<file path="src/rtl/pipeline_hazard_ctrl.sv">
// Pipeline hazard sequencer: drives enable/flush lines for the PC and
// the four pipeline registers (load-use, branch, multiply, memory wait).
module pipeline_hazard_ctrl #(
    parameter int REG_ADDR_W  = 5,
    parameter int MUL_LATENCY = 4,
    parameter int STALL_CNT_W = 32
) (
    input  logic                   clk,
    input  logic                   rst_n,
    input  logic [REG_ADDR_W-1:0]  id_rs1_addr,
    input  logic [REG_ADDR_W-1:0]  id_rs2_addr,
    input  logic                   id_uses_rs2,
    input  logic                   ex_mem_read,
    input  logic [REG_ADDR_W-1:0]  ex_rd_addr,
    input  logic                   ex_branch_taken,
    input  logic                   ex_mul_start,
    input  logic                   mem_wait,
    output logic                   pc_en,
    output logic                   if_id_en,
    output logic                   id_ex_en,
    output logic                   ex_mem_en,
    output logic                   mem_wb_en,
    output logic                   if_id_flush,
    output logic                   id_ex_flush,
    output logic                   ex_mem_flush,
    output logic [1:0]             ctrl_state,
    output logic [STALL_CNT_W-1:0] stall_cycles
);

    typedef enum logic [1:0] {
        S_RUN = 2'd0,
        S_MUL = 2'd1
    } state_t;

    localparam logic [3:0] MUL_INIT =
        (MUL_LATENCY > 1) ? 4'(MUL_LATENCY - 2) : 4'd0;
    localparam logic MUL_ON = (MUL_LATENCY > 1);

    state_t                 r_state;
    logic [3:0]             r_cnt;
    logic [STALL_CNT_W-1:0] r_stall;

    state_t     w_nstate;
    logic [3:0] w_ncnt;
    logic [4:0] w_en;
    logic [2:0] w_fl;
    logic       w_load_use;
    logic       w_mul_go;

    assign w_load_use = ex_mem_read && (ex_rd_addr != '0) &&
                        ((ex_rd_addr == id_rs1_addr) ||
                         (id_uses_rs2 && (ex_rd_addr == id_rs2_addr)));
    assign w_mul_go   = ex_mul_start && MUL_ON;

    // Enable order: pc, if_id, id_ex, ex_mem, mem_wb; flush: if_id, id_ex, ex_mem
    always_comb begin
        w_en     = 5'b11111;
        w_fl     = 3'b000;
        w_nstate = r_state;
        w_ncnt   = r_cnt;
        if (!rst_n) begin
            w_en = 5'b00000;
            w_fl = 3'b111;
        end else if (mem_wait) begin
            w_en = 5'b00000;
        end else if (r_state == S_MUL) begin
            if (r_cnt != 4'd0) begin
                w_en   = 5'b00011;
                w_fl   = 3'b001;
                w_ncnt = r_cnt - 4'd1;
            end else begin
                w_nstate = S_RUN;
            end
        end else if (w_mul_go) begin
            w_en     = 5'b00011;
            w_fl     = 3'b001;
            w_nstate = S_MUL;
            w_ncnt   = MUL_INIT;
        end else if (ex_branch_taken) begin
            w_fl = 3'b110;
        end else if (w_load_use) begin
            w_en = 5'b00111;
            w_fl = 3'b010;
        end
    end

    always_ff @(posedge clk or negedge rst_n) begin
        if (!rst_n) begin
            r_state <= S_RUN;
            r_cnt   <= 4'd0;
            r_stall <= '0;
        end else begin
            r_state <= w_nstate;
            r_cnt   <= w_ncnt;
            if (!w_en[4] && (r_stall != '1))
                r_stall <= r_stall + STALL_CNT_W'(1);
        end
    end

    assign pc_en        = w_en[4];
    assign if_id_en     = w_en[3];
    assign id_ex_en     = w_en[2];
    assign ex_mem_en    = w_en[1];
    assign mem_wb_en    = w_en[0];
    assign if_id_flush  = w_fl[2];
    assign id_ex_flush  = w_fl[1];
    assign ex_mem_flush = w_fl[0];
    assign ctrl_state   = r_state;
    assign stall_cycles = r_stall;

endmodule

</file>
<file path="config.mk">
export PLATFORM = sky130hd
export DESIGN_NAME = pipeline_hazard_ctrl
export DESIGN_NICKNAME = d
export VERILOG_FILES = /design/src/rtl/pipeline_hazard_ctrl.sv
export SDC_FILE = /design/constraint.sdc
export NUM_CORES = 1
export LEC_CHECK = 0
export CAP_MARGIN = 20
export CORE_ASPECT_RATIO = 1.75
export CORE_MARGIN = 5
export CORE_UTILIZATION = 40
export DETAILED_ROUTE_END_ITERATION = 6
export PLACE_DENSITY = 0.7
export RECOVER_POWER = 25
export REMOVE_ABC_BUFFERS = 1
export SYNTH_ARGS = -nofsm -noshare
export SYNTH_HDL_FRONTEND = slang
export SYNTH_SLANG_ARGS = --single-unit
export TNS_END_PERCENT = 1
</file>
<file path="constraint.sdc">
create_clock -name clk -period 4.1 [get_ports clk]
set_clock_uncertainty 0.05 [all_clocks]
set_input_delay 0.41 -clock clk [delete_from_list [all_inputs] [get_ports clk]]
set_output_delay 0.41 -clock clk [all_outputs]
set_load 0.05 [all_outputs]
</file>
Yosys cells after proc, flatten, opt, wreduce, memory -nomap -nowiden
Index checks and enable logic that the tools add are counted.
- add/sub/neg operators: 2
- eq/ne operators: 6
- mux-type cells: 20
- bitwise gates (word level): 1
- reductions and logical operators: 11
- operators by type and width (cell ; count):
    2-to-1 mux 5 bit ; 7
    adder 32 x 1 -> 32 bit (second input constant) ; 1
    != test 32 bit (second input constant) ; 1
    2-to-1 mux 3 bit ; 5
    2-to-1 mux 4 bit ; 3
    equality test 5 bit ; 2
    2-to-1 mux 2 bit ; 4
    AND reduction 4 bit ; 2
    nonzero test 5 bit ; 1
    logical AND 1 bit ; 4
    nonzero test 4 bit ; 1
    subtractor 4 x 1 -> 4 bit (second input constant) ; 1
    equality test 2 x 1 -> 1 bit (second input constant) ; 1
    != test 2 x 1 -> 1 bit (second input constant) ; 1
    != test 2 bit (second input constant) ; 1
    nonzero test 2 bit ; 1
    zero test 1 bit ; 1
    logical OR 1 bit ; 1
    2-to-1 mux 1 bit ; 1
    NOT 1 bit ; 1
- register bits after elaboration: 38

Depth between registers and ports, before layout
Gate-level depths: netlist of the first run.
- depth in word-level cells: 12
- mapped depth: 9
- mapped depth without buffers: 8

Worst setup path before layout of the first run
Ideal clock, no wire load.
- kind: reg-to-output
- start point: register r_state[0], in the netlist ctrl_state[0]
- end point: output id_ex_flush
- arrival time: 3.042 ns
- data required time: 3.640 ns
- path slack: 0.598 ns
- stages on the path, launching flop included: 4
- buffers on the path: 1
- path through: dfrtp_1 buf_2 o41ai_1 a31o_2
- word-level cells in the longest chain between the ends: 4
- RTL lines (item ; RTL line ; RTL):
    from (decl) ; 39 ; state_t r_state;
    from (signal assigned) ; 93 ; r_state <= w_nstate;
    equality test 2 x 1 -> 1 bit ; 66 ; end else if (r_state == S_MUL) begin
    2-to-1 mux 3 bit ; 66 ;
    2-to-1 mux 3 bit ; 64 ; end else if (mem_wait) begin
    2-to-1 mux 3 bit ; 61 ; if (!rst_n) begin
    to (decl) ; 24 ; output logic id_ex_flush,
Every way passes these cells.

Worst setup path in the final report of the first run
- start point: input rst_n
- end point: output if_id_en
- word-level cells in the longest chain between the ends: 1
- RTL lines (item ; RTL line ; RTL):
    from (decl) ; 9 ; input logic rst_n,
    2-to-1 mux 5 bit ; 61 ;
    to (decl) ; 19 ; output logic if_id_en,
Every way passes these cells.

==> results of run 1 <==
## cell usage after synthesis (all sizes together), types with 3 or more instances
| master | n |
|---|---|
| nor3 | 23 |
| and4 | 3 |
| and3 | 3 |
| nand4 | 11 |
| dfrtp | 37 |
| nor2 | 10 |
| inv | 8 |
| xor2 | 29 |
| xnor2 | 12 |
| ha | 3 |
| o21ai | 5 |
| buf | 7 |
| nand3 | 12 |
| nor4 | 8 |
| nand2 | 23 |
## path summary, 6_finish.rpt
check,slack [ps],end,start
worst max-delay path,660,if_id_en,rst_n
worst min-delay path,440,stall_cycles[31]$_DFFE_PN0P_,stall_cycles[31]$_DFFE_PN0P_
worst max register to register,1500,stall_cycles[1]$_DFFE_PN0P_,r_cnt[0]$_DFFE_PN0P_
worst min register to register,440,stall_cycles[31]$_DFFE_PN0P_,stall_cycles[31]$_DFFE_PN0P_
max in group asynchronous,1510,stall_cycles[10]$_DFFE_PN0P_,rst_n
min in group asynchronous,630,stall_cycles[6]$_DFFE_PN0P_,rst_n
## layout make-up
cell class              count  share of cell area, %
multi-input cells         163                   38.7
flip-flops and latches     37                   31.9
repair buffers             65                   21.9
clock buffers               7                   2.98
well taps                  55                   2.37
clock inverters             1                   1.04
inverters                   8                   1.04
## power breakdown
group	leakage [nW]	internal, mW	switching (mW)
logic	0.685	0.330	0.599
registers	0.393	0.478	0.152
clock network	0.0585	0.198	0.125
## stage by stage
stage	instance area, sq um	hold WS [ps]	total power [mW]	instances
after floorplan	2080	64.4	1.25	208
after global placement	2780	261	1.56	327
after detailed placement	2780	263	1.57	327
after CTS	2900	443	1.90	336
after global routing	2900	458	2.00	336
final	2900	438	1.88	336
## cell families after synthesis
logic type | Yosys count | share of synthesized area [%]
other | 1 | 0.175
DFF | 37 | 43.3
AOI/OAI and AO/OA | 13 | 5.09
and+or+nand+nor | 103 | 27.7
buffers and inverters | 15 | 4.27
muxes | 2 | 0.994
adders and majority gates | 3 | 1.75
xor gates and xnor gates | 41 | 16.8
## registers in the layout, indices dropped and copies added, names as in the netlist
register	count
stall_cycles	32
ctrl_state	1
r_cnt	4
## worst max-delay path, delay by kind of cell
kind                   cells  cell delay [ps]
AOI/OAI and AO/OA          1              200
and+or+nand+nor            2              320
buffers and inverters      4             2030
## layer usage
metal,wire [um],part of all wire [%],global-route usage (%),up-vias
met1,1780,35,16.2,875
li1,-,-,-,879
met3,344,6.8,3.88,6
met4,92,1.8,6.53,0
met2,2840,56,28.5,55
met5,0,0,0,-
## what timing repair did
action,4_1_cts,5_1_grt
gates resized for setup,0,0
hold buffers,1,0
endpoints found under the hold margin,8,0
==> run summary, run 1 <==
Status - complete, but fails checks
Failing checks - max-capacitance violations, max-slew violations
Vias - 1815
Maximum vdd drop - 0.377 mV
Finished Core Util - 55.2%
Hpwl dp - 4000 um
WHS Path Cells - 1
Footprint of the multi-input gates - 1120 sq um
Period utilization - 83.8%
CP Data Arrival Time - 2980 ps
Total negative slack - 0 ps
Worst setup EP type - primary output
Yosys warning count - 0
Setup slack after layout - 665 ps
Number of distinct library cells after synthesis - 42
Ys async rst share - 100%
Syn Area/Cell - 9.95 sq um
WL per Instance - 15.0 um
Yosys reg bits - 37
EDFF count, synth - 0
Vias in the first global route - 1824
Worst hold path class - reg2reg
Detailed Route Iter0 Violations - 67
Global-route wire length before repair - 8540 um
Post-synth top area share - 43.3%
Commonest non-fill, non-tap cell in the layout - clkdlybuf4s50_1
Min Tclk post-route - 3440 ps
Maximum capacitance violations - 1
GPL Wtd Cong - 0.789
Row Count - 35
P_leak - 1.14 nW
Core region area - 5260 sq um
Pre-antenna DRT Iters - 4
Slowest-stage cell, CP - clkdlybuf4s50_1
Final Hold Fails - 0
Max-slew violation count - 30
Pwr/cell area - 650 nW/um^2
Ports - 64
Worst endpoint required time - 3640 ps
Final #Nets - 305
Top cells by area in the synthesized netlist - dfrtp_1 (43%), xor2_1 (12%), nor3_1 (5.1%)
Die width - 65.3 um
Antenna-violating nets left - 0
Depth of the CTS H-tree - 2
Num CTS Buffers - 5
DRC Markers - 0
CTS clock-pin slew for the worst setup and hold paths - 70 ps
Worst reg-to-reg path cell count - 9
Relative slew margins - -2.99%
Routed wire length - 5060 um
Clock Latency Late Sink - 290 ps
GRT Residual Overflow - 0
Worst Max-Slew Pin Slew - 1540 ps
Root Buffer - clkbuf_8
Reg area - 926 sq um
Tot GR Track Use - 15.5%
Kind of launch point of the worst setup path - input pin
Layout cell share with drive strength beyond 1 - 6.05%
Seq/Total Area, Yosys - 43.3%
FMAX - 291 MHz
Initial Utilization - 40.7%
Initial antenna violation count - 0
Most frequent cells in the layout - clkdlybuf4s50_1 (61), dfrtp_1 (37), xor2_1 (29), nand2_1 (23), nor3_1 (22)
Port Buf Inserts - 62
Cell Area, Synth - 2140 sq um
Critical-path cell list - dlygate4sd3_1 > clkbuf_1 > nand2b_1 > inv_1 > nand2_1 > a31oi_4 > clkdlybuf4s50_1
CTS tree - built
Ant. Diodes - 0
Die area - 6970 sq um
Critical path class - in2out
Longest Clk Path Bufs - 2
Clock sink count - 37
Die height - 107 um
DP Worst Slack - 942 ps
Filler instances - 479
Largest net degree at the start of global routing - 32
Via/cell ratio - 5.40
Post-synth top area cell - dfrtp_1
Syn Inst Count - 215
Maximum fanout along the worst path - 12
Ys flop type - dfrtp_1
Area Growth Syn to Fin - 35.5%
RSZ-0062 raised after global routing - no
CP max stage delay - 830 ps
Final setup fails - 0
# Post-CTS Setup Buffers - 0
(Power assumes the default switching activity.)
==> inputs of run 2 (changes only) <==
--- a/config.mk
+++ b/config.mk
@@ -10,7 +10,7 @@
 export CORE_MARGIN = 5
 export CORE_UTILIZATION = 40
 export DETAILED_ROUTE_END_ITERATION = 6
-export PLACE_DENSITY = 0.7
+export PLACE_DENSITY = 0.72
 export RECOVER_POWER = 25
 export REMOVE_ABC_BUFFERS = 1
 export SYNTH_ARGS = -nofsm -noshare
==> constraint.sdc (replaced) <==
create_clock -name clk -period 2.92 [get_ports clk]
set_clock_uncertainty 0.05 [all_clocks]
set_input_delay 0.292 -clock clk [delete_from_list [all_inputs] [get_ports clk]]
set_output_delay 0.292 -clock clk [all_outputs]
set_load 0.05 [all_outputs]
==> run 2 against run 1 <==
  * The flow now finishes without violations
  * Largest cell class unchanged
  * First-iteration DRC count is 19% higher
  * Routed wire length is 1.4% lower
  * Via count is 0.33% lower
  * Final area is 0.86% higher
  * Final cell count is 1.2% higher
==> run summary, run 2 (synthesized netlist as in run 1, its figures left out) <==
Detailed Route Iter0 Violations - 80
Worst Max-Slew Pin Slew - 877 ps
DRC Markers - 0
Num CTS Buffers - 5
Fin cells - 340
Hpwl dp - 3870 um
WL per Instance - 14.7 um
Final setup fails - 0
Area Growth Syn to Fin - 36.7%
P_leak - 1.16 nW
GRT Residual Overflow - 0
Layout cell share with drive strength beyond 1 - 9.12%
Via/cell ratio - 5.32
Status - finished clean
Initial Utilization - 40.7%
Worst hold path class - in2async
Post-Place Cell Area - 2810 sq um
Maximum capacitance violations - 0
Filler instances - 467
Clock sink count - 37
Critical path class - reg2out
Post-route cell area - 2920 sq um
Tot GR Track Use - 15.3%
Clock power share - 13.3%
DP Worst Slack - 322 ps
Pre-antenna DRT Iters - 4
Setup slack after layout - 258 ps
Die height - 107 um
Ports - 64
Clock Latency Late Sink - 290 ps
Port Buf Inserts - 62
CTS tree - built
Sw frac - 48.4%
Longest Clk Path Bufs - 2
CTS clock-pin slew for the worst setup and hold paths - 70 ps
CP Data Arrival Time - 2320 ps
Final Hold Fails - 0
Global-route wire length before repair - 8330 um
Core region area - 5260 sq um
Row Count - 35
Max-slew violation count - 0
FMAX - 376 MHz
Max FFs per register - 32
Dpl cells - 327
Worst setup EP type - primary output
Initial antenna violation count - 0
Sequential power share - 34.7%
Depth of the CTS H-tree - 2
Pwr/cell area - 870 nW/um^2
Finished Core Util - 55.6%
Period utilization - 91.2%
Die area - 6970 sq um
Worst endpoint required time - 2580 ps
Root Buffer - clkbuf_8
Vias - 1809
Routed wire length - 4980 um
Ant. Diodes - 0
GPL Wtd Cong - 0.771
Min Tclk post-route - 2660 ps
RSZ-0062 raised after global routing - no
Total negative slack - 0 ps
Commonest non-fill, non-tap cell in the layout - clkdlybuf4s50_1
Final #Nets - 309
Most frequent cells in the layout - clkdlybuf4s50_1 (57), dfrtp_1 (37), xor2_1 (29), nand2_1 (23), nor3_1 (22)
Kind of launch point of the worst setup path - flop
Comb pwr share - 51.9%
Vias in the first global route - 1838
Maximum fanout along the worst path - 4
NetSw - 1.23 mW
Maximum vdd drop - 0.500 mV
Relative slew margins - 41.5%
Cell-internal power - 1.31 mW
Antenna-violating nets left - 0
Largest net degree at the start of global routing - 37
Die width - 65.3 um
run 2: changes by cell type in the layout (fill, tap and decap cells not counted), sizes merged:
cell,previous run,this run
bufinv,1,0
clkbuf,9,8
buf,1,9
clkdlybuf4s50,61,57
clkinv,0,2
run 2: through the flow:
step / hold WS [ps] / total power [mW]
3_5_place_dp: 58.2 / 2.22
4_1_cts: 360 / 2.56
6_report: 406 / 2.54
5_1_grt: 411 / 2.71
2_1_floorplan: -53.6 / 1.75
3_3_place_gp: 57.5 / 2.19
run 2: path summary, 6_finish.rpt:
check                                             start                      endpoint  slack [ps]  depth (start not counted)
setup reg to reg                   r_cnt[0]$_DFFE_PN0P_   stall_cycles[1]$_DFFE_PN0P_         490                          9
hold reg to reg            stall_cycles[20]$_DFFE_PN0P_  stall_cycles[20]$_DFFE_PN0P_         440                          1
min in group clk           stall_cycles[20]$_DFFE_PN0P_  stall_cycles[20]$_DFFE_PN0P_         440                          1
hold / removal                                    rst_n     ctrl_state[0]$_DFFE_PN0P_         410                          2
max in group asynchronous                         rst_n   stall_cycles[7]$_DFFE_PN0P_        1290                          3
setup / recovery                   r_cnt[0]$_DFFE_PN0P_                  ex_mem_flush         260                          6
run 2: layout make-up:
| class | instances | area [sq um] | area share (%) |
|---|---|---|---|
| tap | 55 | 68.8 | 2.35 |
| timing repair buffer | 69 | 694 | 23.7 |
| sequential | 37 | 926 | 31.7 |
| inverter | 8 | 30.0 | 1.03 |
| clock inverter | 2 | 10.0 | 0.342 |
| clock buffer | 6 | 72.6 | 2.48 |
| multi-input combinational | 163 | 1120 | 38.4 |
run 2: timing repair:
| action | CTS | global route |
|---|---|---|
| hold endpoints to repair | 1 | 0 |
| endpoints found under the setup margin | 0 | 2 |
| buffers inserted | 0 | 4 |
| hold buffers | 1 | 0 |
| gates resized for setup | 0 | 0 |
run 2: worst max-delay path: stages, from the launching register on:
cell and delay [ps]:
dfrtp_1 380, inv_1 120, ha_1 180, nor4bb_4 330, o21bai_1 200, o21ai_0 110
clkdlybuf4s50_1 720
run 2: layer usage:
metal / GRT usage, % / vias to the layer above / wire length, um
met1: 15.9 / 862 / 1880
met5: 0 / - / 0
li1: - / 891 / -
met4: 7.57 / 0 / 90
met2: 27.8 / 51 / 2730
met3: 3.67 / 5 / 289
run 2: power by group through the flow:
stage	Sequential (mW)	Combinational, mW	Clock, mW
2_1_floorplan	1.32	0.435	0
3_3_place_gp	0.886	1.30	0
3_5_place_dp	0.895	1.32	0
4_1_cts	0.886	1.33	0.349
5_1_grt	0.923	1.42	0.370
6_report	0.883	1.32	0.340
==> inputs of run 3 (changes only) <==
--- a/config.mk
+++ b/config.mk
@@ -10,6 +10,7 @@
 export CORE_MARGIN = 5
 export CORE_UTILIZATION = 40
 export DETAILED_ROUTE_END_ITERATION = 6
+export GPL_TIMING_DRIVEN = 0
 export PLACE_DENSITY = 0.72
 export RECOVER_POWER = 25
 export REMOVE_ABC_BUFFERS = 1
==> run 3 against run 2 <==
  * Critical path depth up 1
  * Sequential share of layout area up 0.23 points
  * Final area down 0.73%
  * Sequential power about the same
  * Fmax down 2.6%
  * Via count up 3.5%
  * Hold slack worse by 350 ps
  * Worst setup slack worse by 70 ps
  * Final cell count down 1.5%
  * Global-route usage up 1.3 points
  * Clock power up 36%
  * Routed wire length up 6.8%
  * Critical path type unchanged
==> run summary, run 3 (synthesized netlist as in run 1, its figures left out) <==
Worst endpoint required time - 2580 ps
Worst R2R Setup Slack - 230 ps
Post-Place Cell Area - 2760 sq um
Num CTS Buffers - 5
CP Data Arrival Time - 2390 ps
Worst reg-to-reg path cell count - 9
Routed wire length - 5320 um
Total negative slack - 0 ps
CTS tree - built
Hpwl dp - 3670 um
Commonest non-fill, non-tap cell in the layout - clkdlybuf4s50_1
Maximum fanout along the worst path - 4
Worst Max-Slew Pin Slew - 865 ps
Final setup fails - 0
Critical path class - reg2out
Die height - 107 um
Clock Latency Late Sink - 290 ps
Worst hold path class - in2async
Initial Utilization - 40.7%
FMAX - 366 MHz
Ant. Diodes - 0
Via/cell ratio - 5.59
GPL Wtd Cong - 0.793
Kind of launch point of the worst setup path - flop
Min Tclk post-route - 2730 ps
Root Buffer - clkbuf_8
Layout cell share with drive strength beyond 1 - 7.86%
Status - finished clean
Maximum vdd drop - 0.495 mV
Die area - 6970 sq um
Max FFs per register - 32
Cts-stage hold buffer count - 0
Pre-antenna DRT Iters - 4
Die width - 65.3 um
Maximum capacitance violations - 0
Port Buf Inserts - 62
Core region area - 5260 sq um
Vias - 1873
Area Growth Syn to Fin - 35.7%
Period utilization - 93.5%
Power Total - 2.65 mW
Antenna-violating nets left - 0
Clock sink count - 37
DP Worst Slack - -674 ps
Hold Worst Slack - 55.7 ps
Post-route cell area - 2900 sq um
Most frequent cells in the layout - clkdlybuf4s50_1 (57), dfrtp_1 (37), xor2_1 (29), nand2_1 (23), nor3_1 (22)
Largest net degree at the start of global routing - 41
Vias in the first global route - 1874
Ports - 64
Detailed Route Iter0 Violations - 60
Slowest-stage cell, CP - dfrtp_1
GRT Residual Overflow - 0
R2R Path Start - r_cnt[0]$_DFFE_PN0P_
Pwr/cell area - 915 nW/um^2
Longest Clk Path Bufs - 2
Depth of the CTS H-tree - 2
Dpl cells - 325
Critical-path cell list - inv_1 > ha_1 > nor4bb_4 > o21bai_1 > nand2_1 > a31oi_4 > clkbuf_2
Finished Core Util - 55.2%
DRC Markers - 0
RSZ-0062 raised after global routing - yes
CP max stage delay - 380 ps
Initial antenna violation count - 0
WL per Instance - 15.9 um
CTS clock-pin slew for the worst setup and hold paths - 70 ps
Max-slew violation count - 0
Final Hold Fails - 0
Row Count - 35
FF-to-FF End - stall_cycles[1]$_DFFE_PN0P_
P_leak - 1.15 nW
Relative slew margins - 42.4%
Worst setup EP type - primary output
Fin cells - 335
Global-route wire length before repair - 8950 um
Setup slack after layout - 188 ps
Tot GR Track Use - 16.6%
Final #Nets - 304
run 3: changes by cell type in the layout (fill, tap and decap cells not counted), moves of 2 or more:
cell      change
buf_4         -5
buf_12        -3
clkbuf_1      -2
clkinv_2      -2
run 3: what timing repair did:
action                     4_1_cts  5_1_grt
setup buffers                    1        0
resized for setup                3        6
setup endpoints to repair        2        9
gates cloned                     1        0
run 3: area by class of cell:
cell class | instances | area [sq um]
inverter | 8 | 30.0
timing repair buffer | 63 | 614
clock buffer | 6 | 82.6
tap | 55 | 68.8
fill | 478 | 2350
multi-input combinational | 164 | 1140
sequential | 37 | 926
clock inverter | 2 | 37.5
run 3: worst max-delay path by stage:
stage                                         start          end  slack [ps]  cells past startpoint
after floorplan           ctrl_state[0]$_DFFE_PN0P_  id_ex_flush        -370                      2
after global placement                        rst_n     if_id_en       -1700                      6
after detailed placement              ex_rd_addr[2]        pc_en        -670                      5
after CTS                      r_cnt[0]$_DFFE_PN0P_        pc_en         -10                      7
after global routing           r_cnt[0]$_DFFE_PN0P_     if_id_en         -10                      7
final                          r_cnt[0]$_DFFE_PN0P_        pc_en         190                      7
run 3: metal layers:
layer,global-route usage [%],routed length [um]
met5,0,0
met4,10.4,216
met3,4.19,333
met2,29.1,2800
met1,17.2,1970
run 3: power by group:
part / switching, mW / total, mW / internal (mW)
sequential: 0.212 / 0.883 / 0.672
combinational: 0.846 / 1.31 / 0.461
clock: 0.186 / 0.464 / 0.278
run 3: critical path: cells and delay by family (launching register included):
family / cells / cell delay, ps
AOI/OAI and AO/OA: 2 / 510
and+or+nand+nor: 2 / 590
DFF: 1 / 380
buffers and inverters: 2 / 460
adders and majority gates: 1 / 170
